File: src/rtl/hdmi_pkg.sv
// rtl/hdmi_pkg.sv - shared state encoding and timing defaults for the HDMI link sequencer
package hdmi_pkg;

  // Bring-up sequence states; 6 and 7 are never produced and recover to WAIT_LOCK.
  typedef enum logic [2:0] {
    ST_WAIT_LOCK   = 3'd0,
    ST_SETTLE      = 3'd1,
    ST_DIV_RELEASE = 3'd2,
    ST_TX_RELEASE  = 3'd3,
    ST_RUN         = 3'd4,
    ST_FAULT       = 3'd5
  } link_state_e;

  // Phase and blink counter width; every timing parameter must fit in it.
  localparam int unsigned CNT_W = 24;

  // Defaults sized for a 27 MHz reference clock.
  localparam int unsigned DEF_LOCK_STABLE_CYCLES = 27000;
  localparam int unsigned DEF_DIV_SETTLE_CYCLES  = 16;
  localparam int unsigned DEF_TX_SETTLE_CYCLES   = 64;
  localparam int unsigned DEF_RETRY_DELAY_CYCLES = 270000;
  localparam int unsigned DEF_BLINK_HALF_CYCLES  = 13500000;

  // Lock-loss counter increment that sticks at all-ones.
  function automatic logic [7:0] sat_inc8(input logic [7:0] value);
    return (value == 8'hff) ? value : value + 8'd1;
  endfunction

endpackage

File: src/rtl/sync_2ff.sv
// rtl/sync_2ff.sv - two-flop synchronizer for a single asynchronous input bit
module sync_2ff (
  input  logic clk,
  input  logic reset,
  input  logic d,
  output logic q
);

  logic meta;

  // Two back-to-back flops give the first stage a full cycle to resolve.
  always_ff @(posedge clk or posedge reset) begin
    if (reset) begin
      meta <= 1'b0;
      q    <= 1'b0;
    end else begin
      meta <= d;
      q    <= meta;
    end
  end

endmodule

File: src/rtl/hdmi_link_sequencer.sv
// rtl/hdmi_link_sequencer.sv - PLL-lock driven bring-up and fault recovery for the HDMI transmit path
module hdmi_link_sequencer
  import hdmi_pkg::*;
#(
  parameter int unsigned LOCK_STABLE_CYCLES = DEF_LOCK_STABLE_CYCLES,
  parameter int unsigned DIV_SETTLE_CYCLES  = DEF_DIV_SETTLE_CYCLES,
  parameter int unsigned TX_SETTLE_CYCLES   = DEF_TX_SETTLE_CYCLES,
  parameter int unsigned RETRY_DELAY_CYCLES = DEF_RETRY_DELAY_CYCLES,
  parameter int unsigned BLINK_HALF_CYCLES  = DEF_BLINK_HALF_CYCLES
) (
  input  logic       clk,
  input  logic       reset,
  input  logic       pll_lock,
  input  logic       relink,
  output logic       clkdiv_resetn,
  output logic       tx_reset,
  output logic       video_enable,
  output logic       led_n,
  output logic [2:0] state,
  output logic [7:0] lock_loss_count
);

  // Terminal counts: a stage of N cycles ends on the edge where the counter reads N-1.
  localparam logic [CNT_W-1:0] LOCK_LAST  = CNT_W'(LOCK_STABLE_CYCLES - 1);
  localparam logic [CNT_W-1:0] DIV_LAST   = CNT_W'(DIV_SETTLE_CYCLES - 1);
  localparam logic [CNT_W-1:0] TX_LAST    = CNT_W'(TX_SETTLE_CYCLES - 1);
  localparam logic [CNT_W-1:0] RETRY_LAST = CNT_W'(RETRY_DELAY_CYCLES - 1);
  localparam int unsigned BLINK_FAST_CYCLES =
    (BLINK_HALF_CYCLES / 4 == 0) ? 1 : BLINK_HALF_CYCLES / 4;
  localparam logic [CNT_W-1:0] BLINK_SLOW_LAST = CNT_W'(BLINK_HALF_CYCLES - 1);
  localparam logic [CNT_W-1:0] BLINK_FAST_LAST = CNT_W'(BLINK_FAST_CYCLES - 1);

  logic              lock_s;
  link_state_e       state_q;
  link_state_e       next_state;
  logic [CNT_W-1:0]  phase_cnt;
  logic [CNT_W-1:0]  blink_cnt;
  logic [CNT_W-1:0]  blink_last;

  sync_2ff u_lock_sync (
    .clk   (clk),
    .reset (reset),
    .d     (pll_lock),
    .q     (lock_s)
  );

  assign state = state_q;

  // Next-state decision; only the synchronized lock is ever consulted.
  always_comb begin
    next_state = state_q;
    case (state_q)
      ST_WAIT_LOCK: begin
        if (lock_s) next_state = ST_SETTLE;
      end
      ST_SETTLE: begin
        if (!lock_s)                     next_state = ST_WAIT_LOCK;
        else if (phase_cnt == LOCK_LAST) next_state = ST_DIV_RELEASE;
      end
      ST_DIV_RELEASE: begin
        if (!lock_s)                    next_state = ST_FAULT;
        else if (phase_cnt == DIV_LAST) next_state = ST_TX_RELEASE;
      end
      ST_TX_RELEASE: begin
        if (!lock_s)                   next_state = ST_FAULT;
        else if (phase_cnt == TX_LAST) next_state = ST_RUN;
      end
      ST_RUN: begin
        if (!lock_s) next_state = ST_FAULT;
      end
      ST_FAULT: begin
        if (relink || phase_cnt == RETRY_LAST) next_state = ST_WAIT_LOCK;
      end
      default: next_state = ST_WAIT_LOCK;
    endcase
  end

  // The blink period shortens while the link sits in FAULT.
  always_comb begin
    blink_last = (next_state == ST_FAULT) ? BLINK_FAST_LAST : BLINK_SLOW_LAST;
  end

  // State, counters and every output are registered from next_state so they change together.
  always_ff @(posedge clk or posedge reset) begin
    if (reset) begin
      state_q         <= ST_WAIT_LOCK;
      phase_cnt       <= '0;
      blink_cnt       <= '0;
      clkdiv_resetn   <= 1'b0;
      tx_reset        <= 1'b1;
      video_enable    <= 1'b0;
      led_n           <= 1'b1;
      lock_loss_count <= 8'd0;
    end else begin
      state_q <= next_state;

      if (next_state != state_q || state_q == ST_WAIT_LOCK || state_q == ST_RUN) begin
        phase_cnt <= '0;
      end else begin
        phase_cnt <= phase_cnt + 1'b1;
      end

      clkdiv_resetn <= (next_state == ST_DIV_RELEASE) ||
                       (next_state == ST_TX_RELEASE)  ||
                       (next_state == ST_RUN);
      tx_reset      <= !((next_state == ST_TX_RELEASE) || (next_state == ST_RUN));
      video_enable  <= (next_state == ST_RUN);

      if (state_q == ST_RUN && next_state == ST_FAULT) begin
        lock_loss_count <= sat_inc8(lock_loss_count);
      end

      if (next_state == ST_RUN) begin
        led_n     <= 1'b0;
        blink_cnt <= '0;
      end else if (blink_cnt >= blink_last) begin
        led_n     <= ~led_n;
        blink_cnt <= '0;
      end else begin
        blink_cnt <= blink_cnt + 1'b1;
      end
    end
  end

endmodule

File: config.mk
export PLATFORM = sky130hd
export DESIGN_NAME = hdmi_link_sequencer
export DESIGN_NICKNAME = d
export VERILOG_FILES = /design/src/rtl/hdmi_pkg.sv /design/src/rtl/sync_2ff.sv /design/src/rtl/hdmi_link_sequencer.sv
export SDC_FILE = /design/constraint.sdc
export NUM_CORES = 1
export LEC_CHECK = 0
export BUFFER_PORTS_ARGS = -buffer_cell sky130_fd_sc_hd__buf_2
export CAP_MARGIN = 20
export CORE_AREA = 2 2 87 152
export DETAILED_ROUTE_END_ITERATION = 10
export DIE_AREA = 0 0 89 154
export GPL_ROUTABILITY_DRIVEN = 0
export PLACE_DENSITY = 0.5
export SLEW_MARGIN = 25
export SYNTH_ARGS = -nofsm -noshare
export SYNTH_HDL_FRONTEND = slang
export SYNTH_HIERARCHICAL = 1
export SYNTH_SLANG_ARGS = --single-unit
File: constraint.sdc
create_clock -name clk -period 4.6 [get_ports clk]
set_clock_uncertainty 0.2 [all_clocks]
set_input_delay 0.46 -clock clk [delete_from_list [all_inputs] [get_ports clk]]
set_output_delay 0.46 -clock clk [all_outputs]
set_load 0.02 [all_outputs]
## Word-level counts from Yosys, hierarchy flattened

Index checks and enable logic that the tools add are counted.

- Memories: 0
- Bits in writable memories: 0
- Memory bits (read-only): 0
- Word-level logic and storage cells: 58
- Bits in latches: 0
- Bits in registers: 65
- Input port bits: 4
- Output and inout bits: 15

- Shifts and indexed selects: 0
- Div/mod/pow operators: 0
- Reductions and logical operators: 11
- $lt $le $gt $ge: 1
- Add/subtract/negate cells: 3
- $mul: 0
- Eq/ne operators: 15
- Multiplexer cells: 16
- Bitwise operators: 2

Operator list:

| cell | number |
|---|---|
| $mux W24 | 4 |
| $add A24 B1 Y24 const B | 2 |
| $mux W3 | 9 |
| $eq A24 B15 Y1 const B | 1 |
| $eq A24 B19 Y1 const B | 1 |
| $eq A24 B4 Y1 const B | 1 |
| $eq A24 B6 Y1 const B | 1 |
| $ge A24 B24 Y1 | 1 |
| $pmux W3 S6 | 1 |
| $eq A3 B2 Y1 const B | 4 |
| $eq A3 B3 Y1 const B | 4 |
| $add A8 B1 Y8 const B | 1 |
| $eq A8 B8 Y1 const B | 1 |
| $logic_or A1 B1 Y1 | 6 |
| $eq A3 B1 Y1 const B | 1 |
| $logic_not A3 Y1 | 1 |
| $ne A3 B3 Y1 | 1 |
| $mux W1 | 2 |
| $not A1 Y1 | 2 |
| $reduce_and A2 Y1 | 1 |
| $reduce_bool A2 Y1 | 1 |
| $logic_and A1 B1 Y1 | 1 |
| $logic_not A1 Y1 | 1 |

## Depth between registers and ports, before layout

Gate-level depths: netlist of run 1.

- Depth in word-level cells: 9
- Gate-level depth with buffers: 16

## Modules after synthesis

Netlist of run 1, hierarchy kept.

Modules (own cells, without submodules):

| module | seq. area each (um^2) | area an instance (um^2) | instances | cells each |
|---|---|---|---|---|
| hdmi_link_sequencer | 1,579.0 | 3,631.0 | 1 | 359 |
| sync_2ff | 50.0 | 53.8 | 1 | 3 |

## Worst setup path after synthesis of run 1

Ideal clock, no wire load.

- Path kind: register to register
- From: register phase_cnt[0]
- To: register blink_cnt[10]
- Arrival: 3.678 ns
- Setup slack: 0.651 ns
- Buffers on the path: 2
- Stages on the path, launching flop included: 17
- Cell sequence: dfrtp_1 -> ha_1 -> nand3_1 -> or3_1 -> o21ai_1 -> or4b_4 -> buf_6 -> or2_2 -> and2_1 -> ha_1 -> a21oi_1 -> nor2_1 -> o311ai_0 -> and3_1 -> o31ai_4 -> buf_6 -> nor2_1

- Longest elaborated chain between the ends: 9
- Elaborated cells on any way between the ends: 19

Ends and longest elaborated chain:

| element | RTL line | source |
|---|---|---|
| start, declared | hdmi_link_sequencer.sv:36 | `logic [CNT_W-1:0] phase_cnt;` |
| start signal, assigned | hdmi_link_sequencer.sv:100 | `phase_cnt <= phase_cnt + 1'b1;` |
| $eq A24 B6 Y1 (tied with other cells) | hdmi_link_sequencer.sv:66 | `else if (phase_cnt == TX_LAST) next_state = ST_RUN;` |
| $mux W3 (tied with other cells) | hdmi_link_sequencer.sv:66 |  |
| $mux W3, on equally long branches | n/a |  |
| $pmux W3 S6 (*) | hdmi_link_sequencer.sv:52 | `case (state_q)` |
| via next_state[0] | hdmi_link_sequencer.sv:35 | `link_state_e next_state;` |
| $eq A3 B3 Y1 | hdmi_link_sequencer.sv:80 | `blink_last = (next_state == ST_FAULT) ? BLINK_FAST_LAST : BLINK_SLOW_LAST;` |
| $mux W24 | hdmi_link_sequencer.sv:80 |  |
| $ge A24 B24 Y1 | hdmi_link_sequencer.sv:116 | `end else if (blink_cnt >= blink_last) begin` |
| $mux W24 | hdmi_link_sequencer.sv:116 |  |
| $mux W24 (*) | hdmi_link_sequencer.sv:113 | `if (next_state == ST_RUN) begin` |
| end signal, assigned | hdmi_link_sequencer.sv:120 | `blink_cnt <= blink_cnt + 1'b1;` |
| end, declared | hdmi_link_sequencer.sv:37 | `logic [CNT_W-1:0] blink_cnt;` |

Mark *: on every way through the listed nets, which the timed path passes. The rest lies on a longest branch.
A chain may end at the register's enable or synchronous reset.

## Worst setup path in the final report of run 1

- From: register phase_cnt[8]
- To: register blink_cnt[13]

The elaborated chain is that of the path after synthesis.

==> flow_summary.json, run 1 <==
{
  "crit_fanout": 12,
  "cts.clk_slew.worst_paths_ns": 0.06,
  "fillerInstances": 1287,
  "num_io_pins": 19,
  "setup_viol": 0,
  "wl_per_cell_um": 14.71,
  "drive_above_1_share": 0.2041,
  "syn-mean-instance-area_um2": 10.18,
  "timing.slew.headroom": 0.4090,
  "drtIter0Drc": 68,
  "via_count": 2697,
  "wl_met1_um": 3321,
  "highest_layer": "met4",
  "wl_met3_um": 213,
  "port_buffers": 18,
  "yosys-top-cells-count": "dfrtp_1, nor2_1, xnor2_1, nand3_1, xor2_1",
  "synth_warnings": 6,
  "ys.flop_type": "dfrtp_1",
  "fmax_mhz": 233.4,
  "synth_nets": 381,
  "hp-start": "pll_lock",
  "num_antenna_cells": 0,
  "root_buffer": "clkbuf_16",
  "dp_hpwl_um": 5830,
  "synth_most_common_cell": "dfrtp_1",
  "fp.dieH_um": 154,
  "rr_startpoint": "phase_cnt[8]",
  "critPathKind": "register to register",
  "async_flop_share": 1.000,
  "cp_data_arrival_time_ns": 4.35,
  "fp.coreArea_um2": 12430,
  "period_needed_ns": 4.284,
  "netlist_area_um2": 3685,
  "final_net_count": 407,
  "clock_latency_ns": 0.33,
  "cts_tree": "yes",
  "syn_to_final_growth_pct": 17.25,
  "ir_drop_v": 0.0001785,
  "whs_ns": 0.05357,
  "rows": 54,
  "antenna_found_initial": 0,
  "ys_types": 50,
  "power_density_nw_per_um2": 314.8,
  "die_x_um": 89,
  "synth.largest_area_cell": "dfrtp_1",
  "max-cap-violations": 0,
  "detail-route-antenna-nets": 0,
  "via_per_inst": 4.816,
  "worst_pin_slew_ns": 0.8797,
  "synth_seq_area_share": 0.4421,
  "grt_use_total": 0.1260,
  "synth_edf_count": 0,
  "hold_class": "primary input to register",
  "power_uw": 1360,
  "synthTopCellsByArea": "dfrtp_1, xnor2_1, nor3_2",
  "cts_sinks": 65,
  "overflow": 0,
  "wl_um": 8239,
  "dieArea_um2": 13710,
  "crit_path_start_kind": "register",
  "tns_ns": 0,
  "wl_met2_um": 4490,
  "status": "finished, final reports clean",
  "crit_path_end_kind": "register",
  "synth-seq-cells": 65,
  "initial_core_util": 0.2964,
  "grt_start_max_net_pins": 33,
  "cp_data_required_time_ns": 4.66,
  "maxSlewViolCount": 0,
  "hold_viol_final": 0,
  "rsz0062_at_grt": "no",
  "dr.pass1.iters": 4,
  "synth_top_area_share": 0.4278,
  "timing.final.crit_share": 0.9313,
  "htree_levels": 3,
  "grt_pass1_wl_um": 13340,
  "drc_errors": 0,
  "synthCells": 362,
  "p_leak_uw": 0.001858,
  "cts_buffer_depth": 2,
  "cts_made_buffers": 9,
  "crit_path_start": "phase_cnt[8]",
  "grt_pass1_vias": 2779
}
==> per-layer routing <==
layer | up-vias | track usage
li1 | 1332 | -
met1 | 1319 | 0.1399
met2 | 32 | 0.2196
met3 | 14 | 0.03704
met4 | 0 | 0.04975
met5 | - | 0
==> worst max-delay path, stage by stage (launching register included) <==
cell,delay [ns]
dfrtp_1,0.45
or4_1,0.57
or4_4,0.51
nor2_2,0.21
o22ai_4,0.17
or2_2,0.35
and2_1,0.25
ha_1,0.33
a21oi_1,0.15
nor2_1,0.05
o311ai_0,0.29
and3_2,0.34
o31ai_4,0.18
nor2_1,0.15
==> power breakdown <==
part / leakage [µW] / internal, µW / switching [µW]
registers: 0.000883 / 575 / 3.41
clock network: 0.000151 / 485 / 255
logic: 0.000824 / 11.8 / 29.7
==> flip-flops by register name, summed over array words and instances, names as in the netlist <==
register	flops
state	3
u_lock_sync/meta	1
blink_cnt	24
tx_reset	1
u_lock_sync/q	1
lock_loss_count	8
clkdiv_resetn	1
video_enable	1
led_n	1
phase_cnt	24
==> metrics by stage <==
stage	util	std cells	instance area (µm²)	setup slack, ns
after CTS	0.3418	555	4249	0.2514
after detailed placement	0.3153	539	3920	0.2891
after global routing	0.3475	560	4320	0.03050
after global placement	0.3153	539	3920	0.3800
final	0.3475	560	4320	0.3158
after floorplan	-	362	3685	0.6506
==> final cells by class <==
cell class / instances / area (µm²) / share of cell area
timing repair buffer: 27 / 160.2 / 0.03707
clock inverter: 5 / 80.08 / 0.01853
multi-input combinational: 275 / 1964 / 0.4547
tap: 168 / 210.2 / 0.04865
clock buffer: 10 / 239.0 / 0.05531
inverter: 10 / 37.54 / 0.008688
sequential: 65 / 1629 / 0.3771
==> layout by cell type (no fill, tap or decap), types with 2 or more instances in the layout <==
cell type and count:
and2_1 4, and3_1 12, buf_2 18, nand4_1 18
or3_1 2, xor2_1 21, and4_1 3, buf_4 8
dfrtp_1 63, inv_1 9, and3_2 2, or4_1 2
nand2_1 20, nand3b_1 3, nor4_1 4, ha_1 15
clkinvlp_4 2, clkbuf_16 9, xnor2_1 31, nor2b_1 2
dfstp_2 2, nand2b_1 2, nor2_1 43, nor3_1 11
nor3_2 20, o31ai_4 2, nand3_1 23, bufinv_16 2
a21oi_1 6, nor3b_1 7
==> worst paths after layout <==
| kind | endpoint | slack [ns] | cells past startpoint |
|---|---|---|---|
| min reg2reg | u_lock_sync/q | 0.15 | 0 |
| max reg2reg | blink_cnt[13] | 0.32 | 13 |
| min | u_lock_sync/meta | 0.05 | 1 |
| max in group asynchronous | phase_cnt[15] | 2.72 | 4 |
| max | blink_cnt[13] | 0.32 | 13 |
| min in group asynchronous | u_lock_sync/meta | 0.35 | 3 |
==> cell families after synthesis <==
group	Yosys count	synth area share
fa+ha+maj	15	0.05093
compound gates	19	0.04482
mux	1	0.003056
flops	65	0.4421
buf+inv	23	0.03599
xor+xnor	52	0.1236
simple gates	187	0.2995
==> repair_timing <==
action,CTS,global route
setup buffers,0,4
hold buffers,1,0
endpoints found under the hold margin,2,0
resized for setup,0,5
endpoints found under the setup margin,0,20
Note: power is estimated with default switching activity, not from simulation.
==> inputs of run 2 (changes only) <==
--- a/config.mk
+++ b/config.mk
@@ -11,7 +11,7 @@
 export DETAILED_ROUTE_END_ITERATION = 10
 export DIE_AREA = 0 0 89 154
 export GPL_ROUTABILITY_DRIVEN = 0
-export PLACE_DENSITY = 0.5
+export PLACE_DENSITY_LB_ADDON = 0.12
 export SLEW_MARGIN = 25
 export SYNTH_ARGS = -nofsm -noshare
 export SYNTH_HDL_FRONTEND = slang
==> constraint.sdc (replaced) <==
create_clock -name clk -period 4.85 [get_ports clk]
set_clock_uncertainty 0.2 [all_clocks]
set_input_delay 0.485 -clock clk [delete_from_list [all_inputs] [get_ports clk]]
set_output_delay 0.485 -clock clk [all_outputs]
set_load 0.02 [all_outputs]
==> run 2 against run 1 <==
Net effect: sequential share of layout area rose by 0.64 points; sequential power fell by 5.0%; total power fell by 5.1%; register-to-register slack improved by 0.15 ns; first-iteration DRC count rose by 37%; hold slack improved by 0.0090 ns; non-clock buffer count fell by 5; utilization fell by 0.58 points; worst setup slack improved by 0.15 ns; largest power group unchanged.
==> flow_summary.json, run 2 (same netlist as run 1, synthesis figures left out) <==
{
  "status": "finished, final reports clean",
  "critPathMaxStageDelay_ns": 0.59,
  "dp_hpwl_um": 6128,
  "crit_path_start_kind": "register",
  "drtIter0Drc": 93,
  "via_count": 2651,
  "crit_path_end_kind": "register",
  "power_switching_uw": 273.8,
  "dieArea_um2": 13710,
  "critPathKind": "register to register",
  "die_x_um": 89,
  "p_sw_frac": 0.2121,
  "dr.pass1.iters": 4,
  "worst_pin_slew_ns": 0.8566,
  "period_needed_ns": 4.389,
  "clock_latency_ns": 0.33,
  "final_net_count": 401,
  "cts.clk_slew.worst_paths_ns": 0.06,
  "drive_above_1_share": 0.1860,
  "fp.coreArea_um2": 12430,
  "p_int_uw": 1017,
  "rows": 54,
  "htree_levels": 3,
  "power_density_nw_per_um2": 303.9,
  "hold_class": "primary input to register",
  "crit_family": "simple AND/OR/NAND/NOR gates",
  "syn_to_final_growth_pct": 15.28,
  "root_buffer": "clkbuf_16",
  "fillerInstances": 1315,
  "timing.slew.headroom": 0.4245,
  "cts_buffer_depth": 2,
  "setup_viol": 0,
  "p_leak_uw": 0.001833,
  "drc_errors": 0,
  "hold-path-cell-count": 1,
  "wl_per_cell_um": 15.59,
  "cp_num_buf_inv": 1,
  "crit_fanout": 14,
  "grt_use_total": 0.1384,
  "maxSlewViolCount": 0,
  "grt_start_max_net_pins": 39,
  "crit_slowest_cell": "or4b_4",
  "num_antenna_cells": 0,
  "largestRegisters": "blink_cnt (24), phase_cnt (24), lock_loss_count (8)",
  "num_io_pins": 19,
  "cts_made_buffers": 9,
  "max-cap-violations": 0,
  "whs_ns": 0.06255,
  "cts_sinks": 65,
  "final_common_cell": "dfrtp_1",
  "cts_resized": 0,
  "reg2reg_depth": 15,
  "cts_hold_buf": 1,
  "p_clk_frac": 0.546,
  "grt_pass1_vias": 2830,
  "wl_um": 8650,
  "cts_tree": "yes",
  "final_cell_mix": "dfrtp_1, nor2_1, xnor2_1",
  "path_cells": "ha_1, nand3_1, or3_1, o21ai_1, or4b_4, or2_2, and2_1, ha_1, nand3_1, nor4_1, o221ai_1, and3_1, o31ai_4, buf_6, nor2_1",
  "port_buffers": 18,
  "rsz0062_at_grt": "no",
  "cp_data_arrival_time_ns": 4.40,
  "post_cts_buffers": 0,
  "cp_data_required_time_ns": 4.86,
  "antenna_found_initial": 0,
  "initial_core_util": 0.2964,
  "p_seq_frac": 0.426,
  "fp.dieH_um": 154,
  "via_per_inst": 4.777,
  "ir_drop_v": 0.0001537,
  "tns_ns": 0,
  "timing.final.crit_share": 0.9049,
  "grt_pass1_wl_um": 14560,
  "fmax_mhz": 227.8,
  "detail-route-antenna-nets": 0,
  "overflow": 0,
  "path_depth": 15,
  "hold_viol_final": 0,
  "p_comb_frac": 0.028
}
==> run 2: changes by cell type in the layout (fill, tap and decap cells not counted), sizes merged <==
cell and change:
clkinvlp -2, o31ai -1, clkinv +2, clkbuf +1
buf -5
==> run 2: worst register-to-register path, stage by stage, from the launching register on <==
cell,delay [ns]
dfrtp_1,0.40
ha_1,0.24
nand3_1,0.19
or3_1,0.39
o21ai_1,0.11
or4b_4,0.59
or2_2,0.37
and2_1,0.25
ha_1,0.36
nand3_1,0.08
nor4_1,0.26
o221ai_1,0.16
and3_1,0.21
o31ai_4,0.16
buf_6,0.24
nor2_1,0.07
==> run 2: area by class of cell <==
class / instances / area, µm² / area share
repair buffers: 22 / 126.4 / 0.02975
well taps: 168 / 210.2 / 0.04948
inverters: 10 / 37.54 / 0.008837
flip-flops and latches: 65 / 1629 / 0.3835
clock buffers: 11 / 242.7 / 0.05714
clock inverters: 5 / 78.83 / 0.01856
multi-input cells: 274 / 1923 / 0.4527
==> run 2: worst paths after layout <==
kind / from / endpoint / slack [ns]
worst max-delay path: phase_cnt[0] / blink_cnt[4] / 0.46
worst min-delay path: pll_lock / u_lock_sync/meta / 0.06
worst max register to register: phase_cnt[0] / blink_cnt[4] / 0.46
worst min register to register: u_lock_sync/meta / u_lock_sync/q / 0.14
max in group asynchronous: reset / tx_reset / 2.91
min in group asynchronous: reset / u_lock_sync/meta / 0.36
==> run 2: power groups by stage <==
stage          clock (µW)  combinational (µW)  sequential [µW]
2_1_floorplan           0                28.9              558
3_3_place_gp            0                36.9              560
3_5_place_dp            0                36.8              560
4_1_cts               724                37.3              550
5_1_grt               743                40.7              550
6_report              705                35.8              550
==> run 2: layer usage <==
layer | share of wire | wire, µm | global-route usage
met1 | 0.40 | 3497 | 0.1585
met2 | 0.56 | 4833 | 0.2438
met3 | 0.020 | 175 | 0.03006
met4 | 0.017 | 144 | 0.05330
met5 | 0 | 0 | 0
==> run 2: per-stage QoR <==
step	area [µm²]	util	instances	power (µW)	setup slack [ns]
2_1_floorplan	3685	-	362	587.0	0.9006
3_3_place_gp	3905	0.3141	537	596.5	0.5633
3_5_place_dp	3905	0.3141	537	596.4	0.4380
4_1_cts	4237	0.3408	554	1311	0.4341
5_1_grt	4248	0.3417	555	1334	0.1884
6_report	4248	0.3417	555	1291	0.4611
==> inputs of run 3 (changes only) <==
--- a/config.mk
+++ b/config.mk
@@ -7,13 +7,13 @@
 export LEC_CHECK = 0
 export BUFFER_PORTS_ARGS = -buffer_cell sky130_fd_sc_hd__buf_2
 export CAP_MARGIN = 20
-export CORE_AREA = 2 2 87 152
+export CORE_AREA = 2 2 88 153
 export DETAILED_ROUTE_END_ITERATION = 10
-export DIE_AREA = 0 0 89 154
+export DIE_AREA = 0 0 90 155
 export GPL_ROUTABILITY_DRIVEN = 0
+export MAX_ROUTING_LAYER = met4
 export PLACE_DENSITY_LB_ADDON = 0.12
 export SLEW_MARGIN = 25
 export SYNTH_ARGS = -nofsm -noshare
 export SYNTH_HDL_FRONTEND = slang
-export SYNTH_HIERARCHICAL = 1
 export SYNTH_SLANG_ARGS = --single-unit
==> run 3 against run 2 <==
Net effect: synthesized area is 1.1% higher; critical path depth is 3 lower; combinational power grew to 4.3 times the previous value; utilization is 0.85 points lower; largest cell class unchanged; die area is 1.8% higher; critical endpoint is now blink_cnt[17]; routed wire length is 0.99% higher.
==> flow_summary.json, run 3 <==
{
  "die_x_um": 90,
  "htree_levels": 3,
  "crit_path_end_kind": "register",
  "yosys-top-cells-count": "dfrtp_1, nor3_1, xnor2_1, nand2_1, xor2_1",
  "largestRegisters": "blink_cnt (24), phase_cnt (24), lock_loss_count (8)",
  "synth_warnings": 0,
  "overflow": 0,
  "whs_ns": 0.05872,
  "fp.dieH_um": 155,
  "timing.rr.end": "blink_cnt[17]",
  "min_to": "u_lock_sync.meta",
  "async_flop_share": 1.000,
  "rows": 55,
  "cts_sinks": 65,
  "synthAdderAreaFrac": 0.05037,
  "hold_viol_final": 0,
  "ys.flop_type": "dfrtp_1",
  "root_buffer": "clkbuf_16",
  "p_leak_uw": 0.001757,
  "synth_top_family_by_area": "simple AND/OR/NAND/NOR gates",
  "syn-mean-instance-area_um2": 10.50,
  "final_cell_mix": "dfrtp_1, nor3_1, xnor2_1",
  "crit_path_start_kind": "register",
  "finalNonFillerCells": 555,
  "power_density_nw_per_um2": 339.0,
  "place_ws_ns": -0.1003,
  "cp_data_arrival_time_ns": 4.51,
  "fp.coreArea_um2": 12800,
  "wl_um": 8736,
  "synth.largest_area_cell": "dfrtp_1",
  "power_uw": 1445,
  "synthCells": 355,
  "maxSlewViolCount": 0,
  "fillerInstances": 1348,
  "reg2reg_depth": 12,
  "cts_tree": "yes",
  "wl_per_cell_um": 15.74,
  "synthTopCellsByArea": "dfrtp_1, xnor2_1, xor2_1",
  "synth-seq-cells": 65,
  "hold-path-cell-count": 1,
  "clock_latency_ns": 0.33,
  "port_buffers": 18,
  "fmax_mhz": 224.6,
  "num_antenna_cells": 0,
  "drtIter0Drc": 88,
  "timing.final.crit_share": 0.9181,
  "path_cells": "or4_4, nor4b_4, a31oi_2, and3_2, o21ai_2, ha_1, a21o_1, a21oi_1, o22ai_1, a211oi_1, nand2b_4, nor2_4",
  "hold_class": "primary input to register",
  "grt_use_total": 0.1389,
  "cts.clk_slew.worst_paths_ns": 0.06,
  "dr.pass1.iters": 4,
  "critPathKind": "register to register",
  "post-place-cells": 539,
  "synth_most_common_cell": "dfrtp_1",
  "ir_drop_v": 0.0001842,
  "detail-route-antenna-nets": 0,
  "syn_to_final_growth_pct": 14.44,
  "ys_types": 56,
  "period_needed_ns": 4.453,
  "num_io_pins": 19,
  "via_count": 2683,
  "netlist_area_um2": 3726,
  "grt_start_max_net_pins": 34,
  "rsz0062_at_grt": "no",
  "grt_pass1_vias": 2820,
  "reg2reg_slack_ns": 0.40,
  "worst_pin_slew_ns": 1.026,
  "dp_hpwl_um": 6382,
  "final_net_count": 398,
  "max-cap-violations": 0,
  "drc_errors": 0,
  "crit_family": "simple AND/OR/NAND/NOR gates",
  "yosys.area_share.simple": 0.2935,
  "fin_ws_ns": 0.3971,
  "via_per_inst": 4.834,
  "critPathMaxStageDelay_ns": 0.57,
  "synth_compound_area_frac": 0.05104,
  "status": "finished, final reports clean",
  "synth_seq_area_share": 0.4372,
  "initial_core_util": 0.2911,
  "synth_nets": 374,
  "cts_made_buffers": 9,
  "cts_buffer_depth": 2,
  "timing.slew.headroom": 0.3153,
  "synthMuxAreaShare": 0.003022,
  "grt_pass1_wl_um": 14520,
  "crit_slowest_cell": "or4_4",
  "rr_startpoint": "phase_cnt[20]",
  "cts_hold_buf": 0,
  "dieArea_um2": 13950,
  "synth_top_area_share": 0.4231,
  "synth_edf_count": 0,
  "crit_fanout": 24,
  "drive_above_1_share": 0.2135,
  "cp_data_required_time_ns": 4.91,
  "cp_num_buf_inv": 0,
  "setup_viol": 0,
  "hp-start": "pll_lock",
  "final_common_cell": "dfrtp_1",
  "synthXorXnorAreaFrac": 0.1266,
  "antenna_found_initial": 0
}
## run 3: cell count changes in the layout (fill, tap and decap cells not counted), sizes merged, moves of 3 or more
| cell | previous run | this run |
|---|---|---|
| a211oi | 0 | 3 |
| and2 | 4 | 0 |
| nor3b | 7 | 1 |
| and4 | 3 | 6 |
| nand2 | 20 | 26 |
| nor2 | 44 | 38 |
| a21o | 0 | 3 |
| and3 | 14 | 8 |
| nand3 | 23 | 18 |
## run 3: what timing repair did
item                                    4_1_cts  5_1_grt
buffers inserted                              0        0
hold endpoints to repair                      0        0
gates cloned                                  0        0
endpoints found under the setup margin       24       23
gates resized for setup                       1        1
## run 3: worst max path at each step
stage | slack (ns) | start | depth (start not counted) | end
5_1_grt | 0.17 | phase_cnt[20] | 12 | blink_cnt[3]
3_3_place_gp | 0.02 | phase_cnt[15] | 12 | blink_cnt[4]
6_report | 0.40 | phase_cnt[20] | 12 | blink_cnt[17]
3_5_place_dp | -0.10 | phase_cnt[15] | 12 | blink_cnt[2]
2_1_floorplan | 0.69 | phase_cnt[20] | 14 | blink_cnt[7]
4_1_cts | 0.16 | phase_cnt[20] | 12 | blink_cnt[3]
## run 3: final cells by class
| type | instances | area [µm²] | share of cell area |
|---|---|---|---|
| Timing Repair Buffer | 23 | 127.6 | 0.02993 |
| Clock inverter | 5 | 55.05 | 0.01291 |
| Clock buffer | 11 | 242.7 | 0.05692 |
| Inverter | 10 | 37.54 | 0.008803 |
| Sequential cell | 65 | 1629 | 0.3820 |
| Tap cell | 171 | 214.0 | 0.05018 |
| Multi-Input combinational cell | 270 | 1958 | 0.4592 |
## run 3: cells by family (layout without fill, tap and decap cells)
kind of cell	after synthesis	count (layout)
xor gates and xnor gates	53	53
and+or+nand+nor	174	174
adders and majority gates	15	15
DFF	65	65
muxes	1	1
buffers and inverters	20	49
AOI/OAI and AO/OA	27	27
## run 3: metrics by stage
step	utilization	cell area, µm²	setup TNS [ns]
floorplan	-	3726	0
global placement	0.3096	3963	0
detailed placement	0.3096	3963	-1.756
CTS	0.3328	4260	0
global route	0.3331	4264	0
finish	0.3331	4264	0
## run 3: per-layer routing
layer | GRT usage | wire length (µm) | vias up
met5 | - | 0 | -
met4 | 0.06374 | 246 | 0
met3 | 0.03002 | 177 | 17
met2 | 0.2564 | 4961 | 28
met1 | 0.1387 | 3351 | 1325
li1 | - | - | 1313
## run 3: worst register-to-register path, stage by stage, from the launching register on
cell and delay [ns]:
dfrtp_1 0.42, or4_4 0.57, nor4b_4 0.46, a31oi_2 0.21, and3_2 0.23, o21ai_2 0.33, ha_1 0.32, a21o_1 0.18
a21oi_1 0.19, o22ai_1 0.12, a211oi_1 0.47, nand2b_4 0.45, nor2_4 0.23
## run 3: power by group
part	switching, µW	internal, µW
Combinational	88.4	65.3
Clock	242	410
Sequential	54.8	585
